===== config.mk =====
export PLATFORM = sky130hd
export DESIGN_NAME = pt_dec
export DESIGN_NICKNAME = d
export VERILOG_FILES = /design/src/rtl/pt_dec.sv
export SDC_FILE = /design/constraint.sdc
export NUM_CORES = 1
export LEC_CHECK = 0
export CAP_MARGIN = 25
export CORE_ASPECT_RATIO = 0.75
export CORE_UTILIZATION = 40
export DETAILED_ROUTE_END_ITERATION = 7
export HOLD_SLACK_MARGIN = 0.02
export PLACE_DENSITY_LB_ADDON = 0.1
export SYNTH_ARGS = -nofsm -noshare
export SYNTH_HDL_FRONTEND = slang
export SYNTH_SLANG_ARGS = --single-unit

===== constraint.sdc =====
create_clock -name clk -period 2.5 [get_ports clk]
set_clock_uncertainty 0.2 [all_clocks]
set_input_delay 0.75 -clock clk [delete_from_list [all_inputs] [get_ports clk]]
set_output_delay 0.75 -clock clk [all_outputs]
set_load 0.05 [all_outputs]

===== src/rtl/pt_dec.sv =====
// PT2262-format serial code receiver: measures pulse and gap widths in alpha units,
// decodes 12 tri-state code bits, and publishes a word after FRAMES_REQ identical frames.
module pt_dec #(
   parameter int unsigned ALPHA_CYC  = 1,
   parameter int unsigned FRAMES_REQ = 2
) (
   input  logic        clk,
   input  logic        rst,
   input  logic        din,
   output logic [23:0] data,
   output logic        valid,
   output logic        err
);
   localparam int unsigned PW = 8;
   localparam int unsigned WW = 7;
   localparam int unsigned CW = 5;
   localparam int unsigned MW = 3;
   localparam int unsigned FW = 24;

   localparam logic [WW-1:0] W_SAT   = WW'(127);
   localparam logic [WW-1:0] W_SYNC  = WW'(64);
   localparam logic [WW-1:0] W_MIN   = WW'(2);
   localparam logic [WW-1:0] W_LONG  = WW'(8);
   localparam logic [WW-1:0] W_MAX   = WW'(15);
   localparam logic [CW-1:0] N_DATA  = CW'(24);
   localparam logic [CW-1:0] N_FRAME = CW'(25);
   localparam logic [CW-1:0] N_SAT   = CW'(31);
   localparam logic [MW-1:0] M_REQ   = MW'(FRAMES_REQ);
   localparam logic [PW-1:0] P_LAST  = PW'(ALPHA_CYC - 1);

   typedef enum logic [2:0] {IDLE, ARMED, HIGH, LOW, DONE} state_t;

   state_t        state, state_n;
   logic          s1, s2, s3;
   logic          rise, fall, lvl_chg;
   logic [PW-1:0] pcnt, pcnt_cur, pcnt_n;
   logic [WW-1:0] width, width_cur, width_n;
   logic          tick;
   logic [CW-1:0] pcount, pcount_n;
   logic          first_long, first_long_n;
   logic          last_long, last_long_n;
   logic [FW-1:0] shreg, shreg_n;
   logic [FW-1:0] prev, prev_n;
   logic [MW-1:0] match, match_n;
   logic [FW-1:0] data_n;
   logic          valid_n, err_n;
   logic          fail, is_long;
   logic [1:0]    code;

   // two-flop synchronizer plus one delay stage for edge detection
   always_ff @(posedge clk or negedge rst) begin
      if (!rst) begin
         s1 <= 1'b0;
         s2 <= 1'b0;
         s3 <= 1'b0;
      end else begin
         s1 <= din;
         s2 <= s1;
         s3 <= s2;
      end
   end

   assign rise    = s2 & ~s3;
   assign fall    = ~s2 & s3;
   assign lvl_chg = rise | fall;

   // prescaler and width counter restart on every edge; the edge cycle is the first cycle of the new level
   always_comb begin
      pcnt_cur  = lvl_chg ? '0 : pcnt;
      width_cur = lvl_chg ? '0 : width;
      tick      = (pcnt_cur == P_LAST);
      pcnt_n    = tick ? '0 : pcnt_cur + PW'(1);
      width_n   = (tick && width_cur != W_SAT) ? width_cur + WW'(1) : width_cur;
   end

   always_ff @(posedge clk or negedge rst) begin
      if (!rst) begin
         state      <= IDLE;
         pcnt       <= '0;
         width      <= '0;
         pcount     <= '0;
         first_long <= 1'b0;
         last_long  <= 1'b0;
         shreg      <= '0;
         prev       <= '0;
         match      <= '0;
         data       <= '0;
         valid      <= 1'b0;
         err        <= 1'b0;
      end else begin
         state      <= state_n;
         pcnt       <= pcnt_n;
         width      <= width_n;
         pcount     <= pcount_n;
         first_long <= first_long_n;
         last_long  <= last_long_n;
         shreg      <= shreg_n;
         prev       <= prev_n;
         match      <= match_n;
         data       <= data_n;
         valid      <= valid_n;
         err        <= err_n;
      end
   end

   always_comb begin
      state_n      = state;
      pcount_n     = pcount;
      first_long_n = first_long;
      last_long_n  = last_long;
      shreg_n      = shreg;
      prev_n       = prev;
      match_n      = match;
      data_n       = data;
      valid_n      = 1'b0;
      err_n        = 1'b0;
      fail         = 1'b0;
      is_long      = (width >= W_LONG);
      code         = {~first_long & is_long, first_long & is_long};

      case (state)
         IDLE: begin
            if (!s2 && !fall && width >= W_SYNC) state_n = ARMED;
         end
         ARMED: begin
            if (rise) state_n = HIGH;
         end
         HIGH: begin
            if (fall) begin
               if (width < W_MIN || width > W_MAX) begin
                  fail = 1'b1;
               end else begin
                  if (pcount < N_DATA) begin
                     if (!pcount[0]) first_long_n = is_long;
                     else if (first_long && !is_long) fail = 1'b1;
                     else shreg_n = {shreg[FW-3:0], code};
                  end else if (pcount == N_DATA) begin
                     last_long_n = is_long;
                  end
                  pcount_n = (pcount == N_SAT) ? pcount : pcount + CW'(1);
                  state_n  = LOW;
               end
            end
         end
         LOW: begin
            if (rise) begin
               if (width < W_MIN || width > W_MAX) fail = 1'b1;
               else state_n = HIGH;
            end else if (width == W_SYNC) begin
               if (pcount == N_FRAME && !last_long) begin
                  if (shreg == prev && match != '0) begin
                     match_n = (match == M_REQ) ? match : match + MW'(1);
                  end else begin
                     match_n = MW'(1);
                     prev_n  = shreg;
                  end
                  if (match_n == M_REQ) begin
                     data_n  = shreg;
                     valid_n = 1'b1;
                  end
                  state_n = DONE;
               end else begin
                  err_n   = 1'b1;
                  match_n = '0;
                  state_n = ARMED;
               end
               pcount_n = '0;
               shreg_n  = '0;
            end
         end
         DONE: begin
            state_n = ARMED;
         end
         default: state_n = IDLE;
      endcase

      // malformed pulse, gap or code pair: drop the frame and resynchronize
      if (fail) begin
         err_n    = 1'b1;
         pcount_n = '0;
         shreg_n  = '0;
         match_n  = '0;
         state_n  = IDLE;
      end
   end
endmodule


# Word-level counts from Yosys, hierarchy flattened
# Index checks and enable logic that the tools add are counted.
# word_totals
output_inout_bits,26
input_bits,3
wordCells,146
regBits,105
# op_classes
mux,59
eq_ne,25
n_lt_le_gt_ge,5
bitwise_logic,13
n_addsub,4
reduce_logical,25
# op_table
cell,n
24-bit two-way mux,8
3-bit two-way mux,20
24-bit one-hot mux with 2 select lines,1
5-bit two-way mux,6
"3-bit inequality test, second input constant",10
24-bit == test,1
5-bit AND reduction,4
1-bit two-way mux,17
8-bit two-way mux,2
"5-bit == test, second input constant",3
3-bit one-hot mux with 5 select lines,1
7-bit two-way mux,2
"3-bit by 2-bit == test with 1-bit output, second input constant",4
6-bit AND reduction,2
5-bit one-hot mux with 2 select lines,1
"8-bit by 1-bit adder with 8-bit output, second input constant",1
8-bit zero test,1
"4-bit inequality test, second input constant",2
1-bit NOT,8
8-bit AND reduction,1
"7-bit by 1-bit adder with 7-bit output, second input constant",1
"7-bit == test, second input constant",1
"7-bit by 4-bit greater-or-equal comparator with 1-bit output, second input constant",1
"7-bit greater-or-equal comparator, second input constant",1
other kinds (19),32

# Longest topological paths before layout
# depth
ltp_word,13
mapped_depth,10
depth_no_buf,9

# Worst setup path before layout
# No wires, ideal clock.
# synth_path
kind,reg-to-reg
start,register s2
end,register width[5]
arrival_ns,2.206
t_required_ns,2.173
setup_time_ns,0.127
path_buffers,2
path_stages_with_launch,10
synth_period_minus_slack_ns,2.533
slack_ns,-0.033
cell_sequence,dfrtp_1 -> inv_1 -> ha_1 -> clkbuf_1 -> clkbuf_1 -> nand2b_1 -> ha_1 -> nor2b_1 -> nand4_1 -> mux2_1
# synth_via
elab_chain_len,7
word_cells_on_any_way,11
classes_between,add/sub: 1; eq/ne: 1; mux: 3; bitwise: 4; reduce/logical: 2
# synth_lines
element,line,text
start: declaration,34,"logic s1, s2, s3;"
start signal: assignment,54,s2 <= 1'b0;
start signal: assignment,58,s2 <= s1;
1-bit NOT,64,assign fall = ~s2 & s3;
1-bit AND,64,
1-bit OR (*),65,assign lvl_chg = rise | fall;
"parallel branches: the longest is 3 deep, another holds 7-bit by 1-bit adder with 7-bit output",-,
7-bit two-way mux (*),73,width_n = (tick && width_cur != W_SAT) ? width_cur + WW'(1) : width_cur;
named net width_n[5],37,"logic [WW-1:0] width, width_cur, width_n;"
end signal: assignment,93,width <= width_n;
end: declaration,37,
# Mark *: on every way through the listed nets, which the timed path passes.
# A chain may end at the register's enable or synchronous reset.

# Worst setup path after layout
# layout_path
start,register prev[16]
end,register data[16]
# layout_via
elab_chain_len,9
# layout_lines
element,line,text
start: declaration,43,"logic [FW-1:0] prev, prev_n;"
start signal: assignment,98,prev <= prev_n;
24-bit == test,151,if (shreg == prev && match != '0) begin
1-bit logical AND,151,
3-bit two-way mux,151,
3-bit two-way mux,150,if (pcount == N_FRAME && !last_long) begin
3-bit two-way mux,149,end else if (width == W_SYNC) begin
3-bit two-way mux,146,if (rise) begin
3-bit two-way mux,121,case (state)
3-bit by 2-bit == test with 1-bit output,157,if (match_n == M_REQ) begin
5-bit AND reduction (no line),-,
end signal: assignment,100,data <= data_n;
end: declaration,10,"output logic [23:0] data,"
# Every way passes these cells. The select of a mux whose other input is x is not followed.

==> metrics.txt <==
status=finished clean; starting density of the core=41.0%; CP max stage delay=0.41 ns; largest net degree at the start of global routing=38; Setup crit end=data[16]; Placer Congestion=0.800; DPL Wire Length=7.72 mm; I/O Buffers=28; total clock buffers created by CTS=9; Tmin final=2.46 ns; yosys synthesis warning count=0; Cell variety after synth=56; total core area=12300 sq um; nets=547; crit path buf inv count=2; Worst Setup SP=prev[16]; final hold violations=0; number of global-route vias before repair=3562; clock root buffer=clkbuf_16; Mapped Area=5040 sq um; Worst-Skew Late Latency=0.35 ns; Synth top area share=52.1%; drt drc=0; PnR worst setup slack=0.0392 ns; Synth Register Bits=105; Seq/Total Area, Yosys=52.1%; internal reg-to-reg setup slack=0.04 ns; drt pass-1 iters=4; CP endpoint kind=flop; delay-heaviest family, CP=simple AND/OR/NAND/NOR gates; htree depth=3; final slew viol count=0; first-pass GRT wire length=18.5 mm; Final setup viols=0; final antenna-violating net count=0; RSZ-0062 raised after global routing=yes; die footprint=13100 sq um; Final Routed Wirelength=10.9 mm; post-synthesis instance total=442; Register-to-Register Path Depth=8; Reg clk slew, reported paths=0.07 ns; io pins=29; Synth area leader=dfrtp_1; crit path DAT=2.49 ns; reg2reg start=prev[16]; Max-cap violations=0; die height=99.2 um; EDFF count, synth=0; hold crit path type=flop to flop; CP max FO=8; vias post-DR=3493; clk sinks=105; die span in x=132 um; Clock Tree Buf Depth=2; period utilization=98.4%; Layout area overhead=28.8%; TritonCTS clock tree=yes; worst-path cell chain=xnor2_2 > nand4_1 > nor4_2 > buf_4 > and4bb_1 > and3_4 > buf_8 > mux2_4; layout cell share with drive strength beyond 1=26.4%; Rel. slew slack=64.5%; maximum vdd ir drop=0.385 mV; CP Class=flop to flop; synthesized net count=457; maximum clock rate=406 MHz; Critical R2R Capture=data[16]; Total Routing Usage GR=18.2%; Leak=3.29 nW; ant diodes=0; most common cell in the netlist=dfrtp_1; initial antenna violation count=0; Levels on crit path=8; CP Data Required Time=2.53 ns; Slew @ Worst Pin=0.531 ns; # rows=35; iteration-0 DRC count of the detailed router=152; Setup WS pre-CTS=-0.0294 ns; post-synthesis async set-or-reset flop share=100%; total grt overflow=0; Main synth FF type=dfrtp_1; crit path launch type=flop; Worst Hold Margin=0.148 ns; vias per inst=4.97; top cells by count, synth=105 x dfrtp_1, 63 x nand2_1, 35 x o21ai_1; Syn Area/Cell=11.4 sq um; wire per inst=15.5 um; Crit-path slowest cell=dfrtp_1; largest cells by area after synthesis=dfrtp_1 52%, mux2_1 7.4%, mux2_4 5.7%; Power Density=549 nW/um^2
==> layer usage <==
metal / track usage (%) / vias to the layer above / part of all wire, %
met3: 4.38 / 8 / 2.9
met4: 5.37 / 0 / 0.99
met5: 0 / - / 0
met1: 27.1 / 1721 / 55
li1: - / 1727 / -
met2: 26.1 / 37 / 41
==> stage by stage <==
stage | utilization (%) | setup TNS, ns | instance area [sq um] | instances | total power [mW]
after global placement | 48.5 | 0 | 5970 | 686 | 1.95
after CTS | 51.5 | -0.121 | 6340 | 702 | 3.63
final | 52.8 | 0 | 6490 | 703 | 3.56
after floorplan | - | 0 | 5040 | 442 | 1.84
after detailed placement | 48.5 | -0.332 | 5970 | 686 | 1.95
after global routing | 52.8 | -0.875 | 6490 | 703 | 3.72
==> where the power goes <==
group	switching, mW	internal, mW	leakage (nW)	total [mW]
Sequential	0.00925	1.71	1.46	1.72
Combinational	0.119	0.0801	1.67	0.199
Clock	0.633	1.01	0.171	1.64
==> worst register-to-register path, delay by kind of cell (launching register included) <==
kind	cells	cell delay [ns]
XOR/XNOR	1	0.21
buffers and inverters	2	0.33
flip-flops	1	0.41
multiplexers	1	0.31
AND/OR/NAND/NOR	4	0.89
==> kinds of logic after synthesis <==
kind of cell,share of synthesized area [%]
compound gates,7.77
fa+ha+maj,2.98
mux,13.2
buf+inv,3.10
xor+xnor,5.73
simple gates,15.1
flops,52.1
==> cell type report <==
cell class	instances	area, sq um
clock buffers	10	239
clock inverters	6	114
fillers	1068	5810
inverters	11	41.3
multi-input cells	309	2360
flip-flops and latches	105	2630
well taps	166	208
repair buffers	96	901
==> sequential cells by signal, summed over array words and instances, names as in the netlist, 3 cells and up <==
signal,flops
data,24
match,3
pcnt,8
pcount,5
prev,24
shreg,24
state,3
width,7
==> placed cells by master, fill, tap and decap left out, types with 3 or more instances in the layout <==
| cell type | count |
|---|---|
| buf_4 | 69 |
| buf_12 | 6 |
| xor2_1 | 18 |
| nor3b_1 | 3 |
| nor3_1 | 3 |
| nand2_1 | 63 |
| inv_1 | 11 |
| clkbuf_16 | 10 |
| ha_1 | 11 |
| nor2b_1 | 8 |
| nand4_1 | 8 |
| dfrtp_1 | 105 |
| dlymetal6s2s_1 | 11 |
| mux2_1 | 28 |
| nand3_1 | 13 |
| xnor2_1 | 13 |
| o21ai_1 | 33 |
| a211oi_1 | 3 |
| a21oi_2 | 3 |
| a21oi_1 | 5 |
| clkdlybuf4s50_1 | 7 |
| mux2_4 | 24 |
| and3_1 | 5 |
| nand2b_1 | 6 |
| nor4_1 | 4 |
| nor2_1 | 13 |
| bufinv_16 | 3 |
==> timing repair <==
action / in CTS / in global routing
cloned: 0 / 1
pin swaps: 0 / 2
hold buffers: 0 / 0
setup endpoints to repair: 24 / 68
resized for setup: 2 / 37
setup buffers: 0 / 0
==> worst min path at each step <==
stage	cells past startpoint	from	to	slack, ns
2_1_floorplan	0	s1	s2	0.13
3_3_place_gp	0	s1	s2	0.14
3_5_place_dp	0	s1	s2	0.14
4_1_cts	0	s1	s2	0.15
5_1_grt	0	s1	s2	0.17
6_report	0	s1	s2	0.15
(Power assumes the default switching activity.)
==> RTL change 1: new RTL, same settings <==
Register the input `din` before use, cleared by the reset. The logic sees it one clock later.
--- a/src/rtl/pt_dec.sv
+++ b/src/rtl/pt_dec.sv
@@ -30,6 +30,16 @@
 
    typedef enum logic [2:0] {IDLE, ARMED, HIGH, LOW, DONE} state_t;
 
+   logic din_q;
+
+   always_ff @(posedge clk or negedge rst) begin
+      if (!rst) begin
+         din_q <= '0;
+      end else begin
+         din_q <= din;
+      end
+   end
+
    state_t        state, state_n;
    logic          s1, s2, s3;
    logic          rise, fall, lvl_chg;
@@ -54,7 +64,7 @@
          s2 <= 1'b0;
          s3 <= 1'b0;
       end else begin
-         s1 <= din;
+         s1 <= din_q;
          s2 <= s1;
          s3 <= s2;
       end
Formal check against the unedited RTL: same outputs for any inputs over 10 cycles, from zero or initial values and one cycle with rst low; that may be too few to reach the edited logic, so the function may still have changed.
==> RTL change 1 against the unedited design <==
Count of clock-buffer cells in the layout rose by 3. Design area fell by 1.4%. Utilization is 0.76 points lower. Via count decreased by 0.23%. Sequential cell count grew 1. Setup slack improved by 0.0093 ns. Total power fell by 4.8%. Synthesized area is 0.50% higher. Routed wire length is 0.36% lower.
==> RTL change 1: results (changes against the unedited design) <==
Yosys
  – Sequential area share after synthesis: 52.3% (+0.24 points)
  – FFs w/ async S/R, synth: 100% (unchanged)
  – Post-synth net total: 458 (+0.22%)
  – Top post-synthesis cells by area: dfrtp_1, mux2_1, mux2_4
  – Main synth FF type: dfrtp_1
  – Unique masters post-synth: 56 (unchanged)
  – Synth cell count leaders: dfrtp_1, nand2_1, o21ai_1
  – Yosys Warn Count: 0 (unchanged)

Drt
  – Vias per std cell: 4.96 (-0.23%)
  – DRT iter0 DRCs: 182 (+20%)
  – Final WL: 10.8 mm (-0.36%)
  – Detailed Routing Iterations Pass 1: 4 (unchanged)

Critical path
  – Arr. time, crit path: 2.48 ns
  – Reg2reg end: data[14]
  – R2r setup slk: between 0.04 and 0.05 ns
  – FF-to-FF Start: s2
  – Crit-path max FO: 8 (unchanged)
  – Reg2Reg Depth: 8 (unchanged)

GRT
  – Gr usage total: 18.4% (+0.19 points)
  – Initial antenna violation count: 0 (unchanged)
  – First-pass GRT wire length: 18.7 mm (+1.3%)
  – Vias in the first global route: 3,600 (+1.1%)
  – Pin count of the biggest net entering global routing: 39 (+2.6%)

STA
  – Setup TNS: 0 ns (unchanged)
  – Actual slew at the worst max-slew pin: 0.527 ns (-0.00410 ns)
  – Final hold slack: 0.150 ns (+0.00218 ns)

Finish
  – Top flop regs: data (24), prev (24), shreg (24)
  – Share of cells above drive strength 1: 24.2% (-2.2 points)
  – # fillers: 1,075 (+0.66%)
  – # diodes: 0 (unchanged)
  – Final Net Count: 547 (unchanged)

Min path
  – Worst hold path cell count: 0 (unchanged)
  – Hold EP: s2
  – Worst hold start: s1
  – HP Class: reg2reg

Clock tree
  – Reg clk slew, reported paths: 0.07 ns (about the same)
  – Root buf cell: clkbuf_16
  – Clock buffer depth: 2 (unchanged)
  – Post-CTS setup buffers: 0 (unchanged)
  – Hold_buf cts: 0 (unchanged)
  – Clock Latency Late Sink: 0.35 ns (about the same)
  – Total CTS buffers: 9 (unchanged)
  – CTS H-tree lvls: 3 (unchanged)

Placed design
  – Number of buffers added on ports: 28 (unchanged)
  – Dpl hpwl: 7.85 mm (+1.7%)
  – GP Congestion: 0.781 (-2.4%)

Power and ir drop
  – VDD IR-drop max: 288 µV (-25%)
  – Leakage: 3.18 nW (-3.4%)

Outcome
  – Status: finished clean

Flow run
  – Max Cap Violations: 0 (unchanged)
==> RTL change 1: layout make-up <==
type                       count  share of cell area, %
sequential                   106                   41.4
inverter                      11                  0.645
tap                          166                   3.25
clock buffer                  13                   4.07
multi-input combinational    309                   36.3
timing repair buffer          95                   13.6
clock inverter                 3                  0.723
==> RTL change 1: repair_timing <==
action	4_1_cts	5_1_grt
pin swaps	0	2
gates resized for setup	8	16
setup endpoints to repair	26	57
endpoints found under the hold margin	0	0
==> RTL change 1: cell families (layout without fill, tap and decap cells) <==
group | after synthesis | after routing | synth area share, %
adder cells (fa/ha/maj) | 12 | 12 | 2.96
multiplexers | 53 | 53 | 13.2
buffers and inverters | 28 | 122 | 3.09
XOR/XNOR | 33 | 33 | 5.70
AO/OA/AOI/OAI | 65 | 65 | 7.73
AND/OR/NAND/NOR | 146 | 146 | 15.0
flip-flops | 106 | 106 | 52.3
==> RTL change 1: critical path: stages, from the launching register on <==
cell and delay [ns]:
dfrtp_1 0.40, ha_1 0.24, nand2_1 0.09, and3_4 0.21, nand4_2 0.13, and4bb_1 0.32
and3_4 0.25, buf_6 0.18, mux2_4 0.31
==> RTL change 1: worst max path at each step <==
stage / depth (start not counted) / slack (ns) / start / endpoint
after floorplan: 9 / 0.04 / s2 / width[5]
after global placement: 8 / -0.002 / s2 / data[9]
after detailed placement: 8 / -0.09 / s2 / data[22]
after CTS: 1 / 0.02 / data[17] / data[17]
after global routing: 9 / -0.06 / s2 / width[5]
final: 8 / 0.05 / s2 / data[14]
==> RTL change 1: where the power goes <==
group,total [mW],internal (mW),switching (mW)
clock,1.47,0.837,0.628
combinational,0.178,0.0703,0.108
sequential,1.75,1.73,0.0200
==> RTL change 1: routing by layer <==
metal  share of wire [%]  GRT usage [%]  up-vias
met1                  55           28.0     1711
met3                 2.5           3.52        8
li1                    -              -     1725
met5                   0              0        -
met4                0.99           5.64        0
met2                  41           26.3       41
==> RTL change 1: per-stage QoR <==
stage	utilization, %	instances	area [µm²]	power, mW	setup slack [ns]
detailed placement	48.8	687	6000	1.96	-0.0852
global route	52.0	703	6400	3.53	-0.0597
global placement	48.8	687	6000	1.96	-0.00203
finish	52.0	703	6400	3.39	0.0485
floorplan	-	443	5070	1.86	0.0445
CTS	51.5	703	6330	3.43	0.0210
==> RTL change 2: new RTL, same flow settings <==
Without the edit above. Set the localparam `CW` to 6 (it was 5).
--- a/src/rtl/pt_dec.sv
+++ b/src/rtl/pt_dec.sv
@@ -13,7 +13,7 @@
 );
    localparam int unsigned PW = 8;
    localparam int unsigned WW = 7;
-   localparam int unsigned CW = 5;
+   localparam int unsigned CW = 6;
    localparam int unsigned MW = 3;
    localparam int unsigned FW = 24;
 
Check against the original RTL: no difference found for any inputs over 10 cycles, from zero or initial values and one cycle with rst low; that may be too few to reach the edited logic, so the function may still have changed.
==> RTL change 2 against the unedited design <==
Critical path depth decreased by 7. Routed wire length down 1.5%. Design area decreased by 2.8%. Global-route usage decreased by 0.49 points. Maximum frequency increased by 0.17%. Die area is 0.59% higher. First-iteration DRC count increased by 3.3%. Setup slack improved by 0.0042 ns. Register-to-register slack improved by 0.04 ns. Sequential cell count is 1 higher. Synthesized area rose by 0.60%. Total power shrank 1.9%. Critical endpoint is now data[11].
==> RTL change 2: results (changes against the unedited design) <==
Outcome
  – Status: finished clean

Yosys
  – Yosys Warn Count: 0 (unchanged)
  – Sequential area share after synthesis: 52.3% (+0.18 points)
  – Unique masters post-synth: 54 (-3.6%)
  – Synth cell count leaders: dfrtp_1, mux2_4, a22o_1, mux2_2, xor2_1
  – Cell with the most instances after synthesis: dfrtp_1
  – FFs w/ async S/R, synth: 100% (unchanged)
  – Post-synth net total: 426 (-6.8%)
  – Cells after Synth: 412 (-6.8%)
  – Top post-synthesis cells by area: dfrtp_1, mux2_4, mux2_2

STA
  – Actual slew at the worst max-slew pin: 0.501 ns (-0.0299 ns)
  – Max Clock Freq: 407 MHz (+0.17%)

Drt
  – Vias per std cell: 5.12 (+3.0%)
  – Final WL: 10.7 mm (-1.5%)
  – DRT iter0 DRCs: 157 (+3.3%)
  – WL/cell: 16.3 µm (+5.1%)
  – Detailed Routing Iterations Pass 1: 4 (unchanged)

Placed design
  – Post-Place Worst Slack: -0.0694 ns (-0.0400 ns)
  – GP Congestion: 0.875 (+9.3%)
  – Number of buffers added on ports: 28 (unchanged)
  – DP Area: 0.00591 mm² (-1.0%)
  – Inst Count DP: 643 (-6.3%)
  – Dpl hpwl: 7.48 mm (-3.1%)

Critical path
  – CP delay by family, top: buffers and inverters
  – CP Capture Point: data[11]
  – R2r setup slk: 0.08 ns (+0.04 ns)
  – Crit-path max FO: 2 (-6)
  – CP peak stage delay: 0.81 ns (+0.40 ns)
  – Crit path launch: data[11]
  – Slowest CP cell: clkdlybuf4s50_1
  – Arr. time, crit path: 1.51 ns (-0.98 ns)
  – Reg2Reg Depth: 9 (+1)
  – Reg2reg end: shreg[17]
  – FF-to-FF Start: width[6]

Power and ir drop
  – VDD IR-drop max: 329 µV (-15%)
  – Leakage: 3.21 nW (-2.6%)
  – Switching Share: 22.3% (+0.99 points)

Clock tree
  – Root buf cell: clkbuf_16
  – CTS H-tree lvls: 3 (unchanged)
  – Reg clk slew, reported paths: 0.07 ns (about the same)
  – Total CTS buffers: 9 (unchanged)
  – Clock Latency Late Sink: 0.35 ns (about the same)
  – Clock buffer depth: 2 (unchanged)
  – Hold_buf cts: 0 (unchanged)
  – Post-CTS setup buffers: 0 (unchanged)

Finish
  – Final Net Count: 502 (-8.2%)
  – Design area: 0.00631 mm² (-2.8%)
  – # fillers: 1,101 (+3.1%)
  – Share of cells above drive strength 1: 30.6% (+4.2 points)
  – Top flop regs: data (24), prev (24), shreg (24)
  – # diodes: 0 (unchanged)

Min path
  – Worst hold path cell count: 0 (unchanged)
  – HP Class: reg2reg

GRT
  – Gr usage total: 17.7% (-0.49 points)
  – Pin count of the biggest net entering global routing: 58 (+53%)
  – First-pass GRT wire length: 18.0 mm (-2.8%)
  – Initial antenna violation count: 0 (unchanged)
  – Vias in the first global route: 3,363 (-5.6%)
  – Total gr overflow: 0 (unchanged)
[RTL change 2: logic make-up after synthesis]
logic type,Yosys count,synth area share (%)
compound gates,72,10.7
flops,106,52.3
simple gates,111,12.3
buf+inv,27,2.69
mux,51,13.5
fa+ha+maj,11,2.71
xor+xnor,34,5.87
[RTL change 2: final cells by class]
type,instances,share of cell area (%)
inverters,13,0.773
flip-flops and latches,106,42.1
well taps,166,3.29
repair buffers,79,11.6
clock buffers,10,3.79
multi-input cells,279,37.0
clock inverters,6,1.53
[RTL change 2: how the worst min path moves through the flow]
stage | startpoint | to | slack (ns)
2_1_floorplan | s1 | s2 | 0.13
3_3_place_gp | s1 | s2 | 0.13
3_5_place_dp | s1 | s2 | 0.14
4_1_cts | s1 | s2 | 0.15
5_1_grt | s1 | s2 | 0.15
6_report | s1 | s2 | 0.15
[RTL change 2: metal layers]
metal / track usage (%) / wire, µm / vias to the layer above / part of all wire (%)
met4: 4.92 / 82 / 0 / 0.76
met2: 23.9 / 4390 / 52 / 41
met3: 4.03 / 311 / 6 / 2.9
met5: 0 / 0 / - / 0
met1: 27.9 / 5940 / 1673 / 55
li1: - / - / 1641 / -
[RTL change 2: power by group through the flow]
stage / sequential (mW) / combinational (mW) / clock (mW)
6_report: 1.75 / 0.175 / 1.58
5_1_grt: 1.75 / 0.202 / 1.70
4_1_cts: 1.75 / 0.174 / 1.63
3_5_place_dp: 1.78 / 0.173 / 0
3_3_place_gp: 1.78 / 0.172 / 0
2_1_floorplan: 1.78 / 0.0808 / 0
[RTL change 2: what timing repair did]
action | CTS | global route
pin swaps | 3 | 0
endpoints found under the setup margin | 44 | 61
endpoints found under the hold margin | 0 | 0
gates resized for setup | 2 | 17
